### config.mk
export PLATFORM = sky130hd
export DESIGN_NAME = x_uart_rx_flat
export DESIGN_NICKNAME = d
export VERILOG_FILES = /design/src/rtl/x_uart_pkg.sv /design/src/rtl/x_uart_rx_if.sv /design/src/rtl/x_sync.sv /design/src/rtl/x_uart_rx.sv /design/src/flat_wrapper.sv
export SDC_FILE = /design/constraint.sdc
export NUM_CORES = 1
export LEC_CHECK = 0
export ABC_AREA = 1
export BUFFER_PORTS_ARGS = -buffer_cell sky130_fd_sc_hd__buf_2
export CAP_MARGIN = 10
export CORE_MARGIN = 3
export CORE_UTILIZATION = 55
export DETAILED_ROUTE_END_ITERATION = 8
export GPL_TIMING_DRIVEN = 0
export PLACE_DENSITY = 0.74
export REMOVE_ABC_BUFFERS = 1
export SLEW_MARGIN = 20
export SYNTH_ARGS = -nofsm -noshare
export SYNTH_HDL_FRONTEND = slang
export SYNTH_SLANG_ARGS = --single-unit
### constraint.sdc
create_clock -name i_clk -period 4 [get_ports i_clk]
set_clock_uncertainty 0.2 [all_clocks]
set_input_delay 0.6 -clock i_clk [delete_from_list [all_inputs] [get_ports i_clk]]
set_output_delay 0.6 -clock i_clk [all_outputs]
set_load 0.02 [all_outputs]
### src/rtl/x_uart_pkg.sv
// rtl/x_uart_pkg.sv - shared UART types and constants
//
// Shared by the UART receiver and transmitter:
//   rx_state_t         receiver FSM states
//   UART_DATA_W        payload width of one 8N1 character
//   UART_CLKS_PER_BIT  default bit period in clock cycles (100 MHz / 115200)

package x_uart_pkg;

  localparam int UART_DATA_W       = 8;
  localparam int UART_CLKS_PER_BIT = 868;

  typedef enum logic [2:0] {
    IDLE,
    START,
    DATA,
    STOP,
    WAIT_IDLE
  } rx_state_t;

endpackage

### src/rtl/x_uart_rx_if.sv
// rtl/x_uart_rx_if.sv - received-byte handshake and error flags
//
// Signals:
//   o_data       received byte, meaningful while o_valid=1
//   o_valid      byte available, held until accepted
//   i_accept     consumer takes the byte when o_valid & i_accept
//   o_frame_err  one-cycle pulse, stop bit sampled low
//   o_overrun    one-cycle pulse, byte completed while previous unaccepted
// Modports:
//   master  receiver side (drives data/valid/errors)
//   slave   consumer side (drives accept)

interface x_uart_rx_if import x_uart_pkg::*; ();

  logic [UART_DATA_W-1:0] o_data;
  logic                   o_valid;
  logic                   i_accept;
  logic                   o_frame_err;
  logic                   o_overrun;

  modport master (
    output o_data,
    output o_valid,
    output o_frame_err,
    output o_overrun,
    input  i_accept
  );

  modport slave (
    input  o_data,
    input  o_valid,
    input  o_frame_err,
    input  o_overrun,
    output i_accept
  );

endinterface

### src/rtl/x_sync.sv
// rtl/x_sync.sv - two-flop synchronizer for an asynchronous input
//
// Ports:
//   i_clk  destination clock
//   i_rst  synchronous active-low reset, both flops load RESET_VAL
//   i_d    asynchronous input
//   o_q    synchronized output, lags i_d by two cycles
// Parameters:
//   RESET_VAL  value held by both flops in reset (idle level of the line)

module x_sync #(
  parameter logic RESET_VAL = 1'b1
) (
  input  logic i_clk,
  input  logic i_rst,
  input  logic i_d,
  output logic o_q
);

  logic meta_q, meta_d;
  logic sync_q, sync_d;

  always_comb begin
    meta_d = i_d;
    sync_d = meta_q;
  end

  always_ff @(posedge i_clk) begin
    if (!i_rst) begin
      meta_q <= RESET_VAL;
      sync_q <= RESET_VAL;
    end else begin
      meta_q <= meta_d;
      sync_q <= sync_d;
    end
  end

  assign o_q = sync_q;

endmodule

### src/rtl/x_uart_rx.sv
// rtl/x_uart_rx.sv - UART 8N1 receiver with held valid/accept output
//
// Ports:
//   i_clk   system clock
//   i_rst   synchronous active-low reset
//   i_rx    asynchronous serial line, idles high
//   rx_if   master side of x_uart_rx_if (byte handshake, error pulses)
// Parameters:
//   CLKS_PER_BIT  clock cycles per UART bit, must be >= 4

module x_uart_rx import x_uart_pkg::*; #(
  parameter int CLKS_PER_BIT = UART_CLKS_PER_BIT
) (
  input  logic        i_clk,
  input  logic        i_rst,
  input  logic        i_rx,
  x_uart_rx_if.master rx_if
);

  localparam int HALF_BIT = CLKS_PER_BIT / 2;
  localparam int CNT_W    = $clog2(CLKS_PER_BIT);

  localparam logic [CNT_W-1:0] CNT_HALF_LAST = CNT_W'(HALF_BIT - 1);
  localparam logic [CNT_W-1:0] CNT_BIT_LAST  = CNT_W'(CLKS_PER_BIT - 1);

  logic rx_s;

  rx_state_t              state_q, state_d;
  logic [CNT_W-1:0]       cnt_q, cnt_d;
  logic [2:0]             idx_q, idx_d;
  logic [UART_DATA_W-1:0] shift_q, shift_d;
  logic [UART_DATA_W-1:0] data_q, data_d;
  logic                   valid_q, valid_d;
  logic                   ferr_q, ferr_d;
  logic                   ovr_q, ovr_d;

  logic deliver;
  logic take;

  x_sync #(
    .RESET_VAL (1'b1)
  ) u_sync (
    .i_clk (i_clk),
    .i_rst (i_rst),
    .i_d   (i_rx),
    .o_q   (rx_s)
  );

  // Consumer handshake only counts while a byte is actually on offer.
  assign take = valid_q & rx_if.i_accept;

  always_comb begin
    state_d = state_q;
    cnt_d   = cnt_q + 1'b1;
    idx_d   = idx_q;
    shift_d = shift_q;
    data_d  = data_q;
    valid_d = valid_q;
    ferr_d  = 1'b0;
    ovr_d   = 1'b0;
    deliver = 1'b0;

    if (take) begin
      valid_d = 1'b0;
    end

    case (state_q)
      IDLE: begin
        if (!rx_s) begin
          state_d = START;
          cnt_d   = '0;
        end
      end

      START: begin
        // Mid-start-bit recheck filters short glitches on the line.
        if (cnt_q == CNT_HALF_LAST) begin
          cnt_d = '0;
          if (!rx_s) begin
            state_d = DATA;
            idx_d   = '0;
          end else begin
            state_d = IDLE;
          end
        end
      end

      DATA: begin
        if (cnt_q == CNT_BIT_LAST) begin
          cnt_d          = '0;
          shift_d[idx_q] = rx_s;
          if (idx_q == 3'd7) begin
            state_d = STOP;
          end else begin
            idx_d = idx_q + 3'd1;
          end
        end
      end

      STOP: begin
        // Leaving at the stop-bit centre gives half a bit of slack to
        // catch a back-to-back start edge.
        if (cnt_q == CNT_BIT_LAST) begin
          cnt_d = '0;
          if (rx_s) begin
            deliver = 1'b1;
            state_d = IDLE;
          end else begin
            ferr_d  = 1'b1;
            state_d = WAIT_IDLE;
          end
        end
      end

      WAIT_IDLE: begin
        // A held-low line (break) must return high before a new frame.
        if (rx_s) begin
          state_d = IDLE;
          cnt_d   = '0;
        end
      end

      default: begin
        state_d = IDLE;
        cnt_d   = '0;
      end
    endcase

    // A byte completing in the same cycle as an accept replaces the old one.
    if (deliver) begin
      if (!valid_q || take) begin
        data_d  = shift_q;
        valid_d = 1'b1;
      end else begin
        ovr_d = 1'b1;
      end
    end
  end

  always_ff @(posedge i_clk) begin
    if (!i_rst) begin
      state_q <= IDLE;
      cnt_q   <= '0;
      idx_q   <= '0;
      shift_q <= '0;
      data_q  <= '0;
      valid_q <= 1'b0;
      ferr_q  <= 1'b0;
      ovr_q   <= 1'b0;
    end else begin
      state_q <= state_d;
      cnt_q   <= cnt_d;
      idx_q   <= idx_d;
      shift_q <= shift_d;
      data_q  <= data_d;
      valid_q <= valid_d;
      ferr_q  <= ferr_d;
      ovr_q   <= ovr_d;
    end
  end

  assign rx_if.o_data      = data_q;
  assign rx_if.o_valid     = valid_q;
  assign rx_if.o_frame_err = ferr_q;
  assign rx_if.o_overrun   = ovr_q;

endmodule

### src/flat_wrapper.sv
// flat-port wrapper written by rule: the top's interface ports become plain ports
module x_uart_rx_flat import x_uart_pkg::*;
#(
  parameter int CLKS_PER_BIT = UART_CLKS_PER_BIT
)
  (i_clk, i_rst, i_rx, rx_if_o_data, rx_if_o_valid, rx_if_o_frame_err, rx_if_o_overrun, rx_if_i_accept);
  x_uart_rx_if rx_if_i ();
  input  logic i_clk;
  input  logic i_rst;
  input  logic i_rx;
  output wire logic [$bits(rx_if_i.o_data)-1:0] rx_if_o_data;
  output wire logic [$bits(rx_if_i.o_valid)-1:0] rx_if_o_valid;
  output wire logic [$bits(rx_if_i.o_frame_err)-1:0] rx_if_o_frame_err;
  output wire logic [$bits(rx_if_i.o_overrun)-1:0] rx_if_o_overrun;
  input wire logic [$bits(rx_if_i.i_accept)-1:0] rx_if_i_accept;
  assign rx_if_o_data = rx_if_i.o_data;
  assign rx_if_o_valid = rx_if_i.o_valid;
  assign rx_if_o_frame_err = rx_if_i.o_frame_err;
  assign rx_if_o_overrun = rx_if_i.o_overrun;
  assign rx_if_i.i_accept = rx_if_i_accept;
  x_uart_rx #(.CLKS_PER_BIT(CLKS_PER_BIT)) u_core (.i_clk(i_clk), .i_rst(i_rst), .i_rx(i_rx), .rx_if(rx_if_i));
endmodule
# Yosys cells after proc, flatten, opt, wreduce, memory -nomap -nowiden
# Cells that the tools add are included.
# W data, S select, Z words.
[totals]
ff_bits = 37
inputBits = 4
output_inout_bits = 11
elab_cells = 72
[classes]
addsub = 2
n_lt_le_gt_ge = 2
eq_ne = 15
muxes = 30
bitwise_logic = 1
n_reduce_logical = 12
[ops]
columns = ["cell", "count"]
rows = [
  ["$mux W10", 4],
  ["$pmux W10 S4", 1],
  ["$mux W3", 11],
  ["$pmux W3 S5", 1],
  ["$add A10 B1 Y10 const B", 1],
  ["$eq A10 B10 Y1 const B", 1],
  ["$eq A10 B9 Y1 const B", 1],
  ["$mux W1", 9],
  ["$bwmux W8", 1],
  ["$ne A2 B1 Y1 const B", 4],
  ["$ne A2 B2 Y1 const B", 4],
  ["$eq A3 B2 Y1 const B", 2],
  ["$eq A3 B3 Y1 const B", 2],
  ["$pmux W3 S2", 1],
  ["$reduce_and A2 Y1", 3],
  ["$reduce_and A6 Y1", 1],
  ["$reduce_and A5 Y1", 1],
  ["$lt A3 B4 Y1 const B", 1],
  ["$add A3 B1 Y3 const B", 1],
  ["$demux W1 S3", 1],
  ["$eq A3 B1 Y1 const B", 1],
  ["$ge A3 B1 Y1 const B", 1],
  ["$logic_not A3 Y1", 1],
  ["$reduce_and A3 Y1", 1],
  ["7 further kinds", 7],
]

# Logic depth before layout (Yosys ltp)
[logic_depth]
ltp_word = 5
mapped_depth = 11
depth_no_buf = 11

# Modules after synthesis
# A second synthesis with hierarchy kept.
[hier_totals]
hier_cells = 264
area_unflattened_um2 = 1754.2
[modules_own_cells]
columns = ["module", "n_inst", "cells_per_inst", "area_each_um2"]
rows = [
  ["x_uart_rx", 1, 258, 1699.1],
  ["x_sync", 1, 6, 55.1],
]

# Worst setup path after synthesis
# OpenSTA, ideal clock, no wires.
[synth_path]
path_kind = "reg-to-reg"
from = "register u_core.cnt_q[0]"
to = "register u_core.state_q[2]"
setup_time_ns = 0.113
t_arrival_ns = 1.329
required_ns = 3.687
setup_slack_ns = 2.358
stages_incl_launch_ff = 11
n_path_buf = 0
cell_sequence = "dfxtp_1 -> ha_1 -> nand2_1 -> nor2_4 -> nand3_4 -> nand2_2 -> nand2_2 -> nor2_4 -> nand2_1 -> nand2_1 -> nor2_1"
[synth_between]
elab_chain_cells = 3
word_cells_on_any_way = 6
[synth_lines]
columns = ["element", "line", "rtl"]
rows = [
  ["start, declared", "x_uart_rx.sv:29", "logic [CNT_W-1:0] cnt_q, cnt_d;"],
  ["start signal, assigned", "x_uart_rx.sv:152", "cnt_q <= cnt_d;"],
  ["$eq A10 B10 Y1 / $eq A10 B9 Y1 (equally long branches)", "x_uart_rx.sv:89, x_uart_rx.sv:103, x_uart_rx.sv:77", ""],
  ["$ne A2 B1 Y1 (no line)", "-", ""],
  ["$reduce_and A6 Y1 (no line) (*)", "-", ""],
  ["end signal, assigned", "x_uart_rx.sv:151", "state_q <= state_d;"],
  ["end, declared", "x_uart_rx.sv:28", "rx_state_t state_q, state_d;"],
]
# Every way passes the cells marked *; elsewhere a longest branch is shown, timed or not.
# A chain may end at the register's enable or synchronous reset.

# Final worst setup path
[layout_path]
from = "register u_core.cnt_q[0]"
to = "register u_core.data_q[2], in the netlist u_core.rx_if.o_data[2]"
[layout_between]
elab_chain_cells = 4
[layout_lines]
columns = ["element", "line", "rtl"]
rows = [
  ["$eq A10 B10 Y1", "x_uart_rx.sv:103", "if (cnt_q == CNT_BIT_LAST) begin"],
  ["$mux W1", "x_uart_rx.sv:103", ""],
  ["$mux W1", "x_uart_rx.sv:67", "case (state_q)"],
  ["$reduce_and A2 Y1 (no line)", "-", ""],
  ["end signal, assigned", "x_uart_rx.sv:155", "data_q <= data_d;"],
  ["end, declared", "x_uart_rx.sv:32", "logic [UART_DATA_W-1:0] data_q, data_d;"],
]
# No other way between the ends.

==> impl_metrics.toml <==
[global_route]
grt_max_degree = 20
grt_pass1_vias = 1340
antenna_found_initial = 0
grt_overflow = 0
track_usage = 0.1902
grt_pass1_wl_mm = 5.920

[timing]
drv_slew = 0
fin_crit_sh = 0.4568
hold_viol = 0
hold_slack_ns = 0.2303
fmax_mhz = 547.3
tightest_slew_ns = 0.5788
fin_crit_ns = 1.827
final-setup-viol-count = 0
relSlewSlack = 0.6137
tns_ns = 0
rsz0062_at_grt = "false"

[drt]
via_per_inst = 5.135
ant_nets = 0
drt_iter0_drc = 84
num_vias = 1479
finalWirelength_mm = 3.179
firstDrtPassIters = 4
wire_per_inst_um = 11.04
drc = 0

[final_layout]
area_growth_pct = 10.74
num-fill-cells = 289
layout_commonest_cell = "nand2_1"
mostFrequentLayoutCells = "45 x nand2_1, 37 x dfxtp_1, 33 x nor2_1"
final_nets = 251
drive_above_1_share = 0.2008
num_antenna_cells = 0

[floorplanning]
fp.dieH_um = 62.92
coreArea_um2 = 3078
fp-row-count = 20
io_pins = 15
initial_core_util = 0.5789
die_area_um2 = 3958
die_x_um = 62.92

[job]
maxCapViolations = 0

[critical_path]
path_cells = "ha_1 > nand2_1 > nor2_4 > nand3_4 > nor2_8 > nand3_4 > nand2_1 > a21oi_1"
crit_family = "simple AND/OR/NAND/NOR gates"
worstPathArrival_ns = 1.86
worstSetupEndpointType = "flip-flop"
start_kind = "flip-flop"
cp_num_buf_inv = 0
path_class = "reg -> reg"
r2r_slack_ns = 2.17
cp_max_fo = 9
slowest_stage = "dfxtp_1"
required_ns = 4.03
critPathMaxStageDelay_ns = 0.40

[logic_synthesis]
syn_inst = 227
synth_seq_cells = 37
ys_warn_count = 0
yosysTopAreaCellShare = 0.4157
synth_area_leaders = "dfxtp_1 42%, nand2_1 9.5%, nor2_1 7.0%"
netlist_area_um2 = 1782
seq_area_frac_synth = 0.4157
ys_types = 31
yosys.area.top_type = "dfxtp_1"
synth_area_per_cell_um2 = 7.849

[clocking]
cts.repair_timing.setup_buffer_count = 0
cts_htree_levels = 2
insertion_delay_ns = 0.34
clkSinkCount = 37
clk_pin_slew_worst_paths_ns = 0.12
post_cts_resized = 0
cts_tree = "done"
cts_buffers = 5
cts_root_buf = "clkbuf_4"
cts_buffer_depth = 2
hold_buffers = 0

[place]
hpwl_mm = 2.303
portBuffers = 14
place.gp.congestion = 0.8974

[power_and_ir_drop]
p_leak_nw = 0.7564
ir_worst_vdd_uv = 450.2
power_density_nw_per_um2 = 547.4

[hold_path]
hold_path_class = "reg -> reg"

[run_status]
status = "complete, no violations"
synthesized netlist by cell type, drive strengths merged:
| cell | count |
|---|---|
| nand2 | 53 |
| nor2 | 41 |
| dfxtp | 37 |
| a21oi | 20 |
| inv | 16 |
| nand3 | 13 |
| nand4 | 13 |
| nor3 | 6 |
| xor2 | 6 |
| ha | 4 |
| o21ai | 4 |
| clkbuf | 3 |
| buf | 2 |
| nand3b | 2 |
| or2 | 2 |
| clkinv | 1 |
| nor4 | 1 |
| o211ai | 1 |
| o21bai | 1 |
| xnor2 | 1 |
final cells by class:
type	count	area (µm²)	area share
multi-input combinational	168	940.9	0.4769
sequential	37	740.7	0.3754
timing repair buffer	14	70.07	0.03551
clock inverter	3	65.06	0.03297
inverter	17	63.81	0.03234
tap	44	55.05	0.02790
clock buffer	5	37.54	0.01902
stage by stage:
step | setup WS [ns] | instance area, µm² | utilization | std cells | total power (W)
2_1_floorplan | 2.351 | 1745 | - | 222 | 0.0007163
3_3_place_gp | 1.921 | 1871 | 0.6077 | 280 | 0.0007676
3_5_place_dp | 1.916 | 1871 | 0.6077 | 280 | 0.0007715
4_1_cts | 2.141 | 1973 | 0.6411 | 288 | 0.001091
5_1_grt | 1.960 | 1973 | 0.6411 | 288 | 0.001170
6_report | 2.173 | 1973 | 0.6411 | 288 | 0.001080
cell families after synthesis:
group | synth area share
xor+xnor | 0.03441
flops | 0.4157
compound gates | 0.08568
buf+inv | 0.05617
simple gates | 0.3799
fa+ha+maj | 0.02809
metal layers:
metal  global-route usage  up-vias  routed length, µm
met4              0.08264        0                 57
met2               0.2780       25               1366
met3              0.05935        6                141
li1                     -      780                  -
met5                    0        -                  0
met1               0.2559      668               1614
registers in the layout, indices dropped and copies added (netlist names):
signal	count
u_core.cnt_q	10
u_core.idx_q	3
u_core.rx_if.o_data	8
u_core.rx_if.o_frame_err	1
u_core.rx_if.o_overrun	1
u_core.rx_if.o_valid	1
u_core.shift_q	8
u_core.state_q	3
u_core.u_sync.meta_q	1
u_core.u_sync.o_q	1
worst reg2reg max path, delay by kind of cell (launching register included):
family | cells | cell delay (ns)
AND/OR/NAND/NOR | 6 | 0.85
adder cells (fa/ha/maj) | 1 | 0.22
AO/OA/AOI/OAI | 1 | 0.06
flip-flops | 1 | 0.40
path summary, 6_finish.rpt:
check / start / to / cells after the start
worst max-delay path: u_core.cnt_q[0] / u_core.rx_if.o_data[2] / 8
worst min-delay path: u_core.u_sync.meta_q / u_core.u_sync.o_q / 1
worst max register to register: u_core.cnt_q[0] / u_core.rx_if.o_data[2] / 8
worst min register to register: u_core.u_sync.meta_q / u_core.u_sync.o_q / 1
power breakdown:
| group | total [W] | internal [W] | switching, W |
|---|---|---|---|
| combinational | 0.000315 | 0.000105 | 0.000209 |
| sequential | 0.000449 | 0.000403 | 0.0000457 |
| clock | 0.000317 | 0.000193 | 0.000123 |
| total | 0.00108 | 0.000702 | 0.000379 |
(Power assumes the default switching activity.)
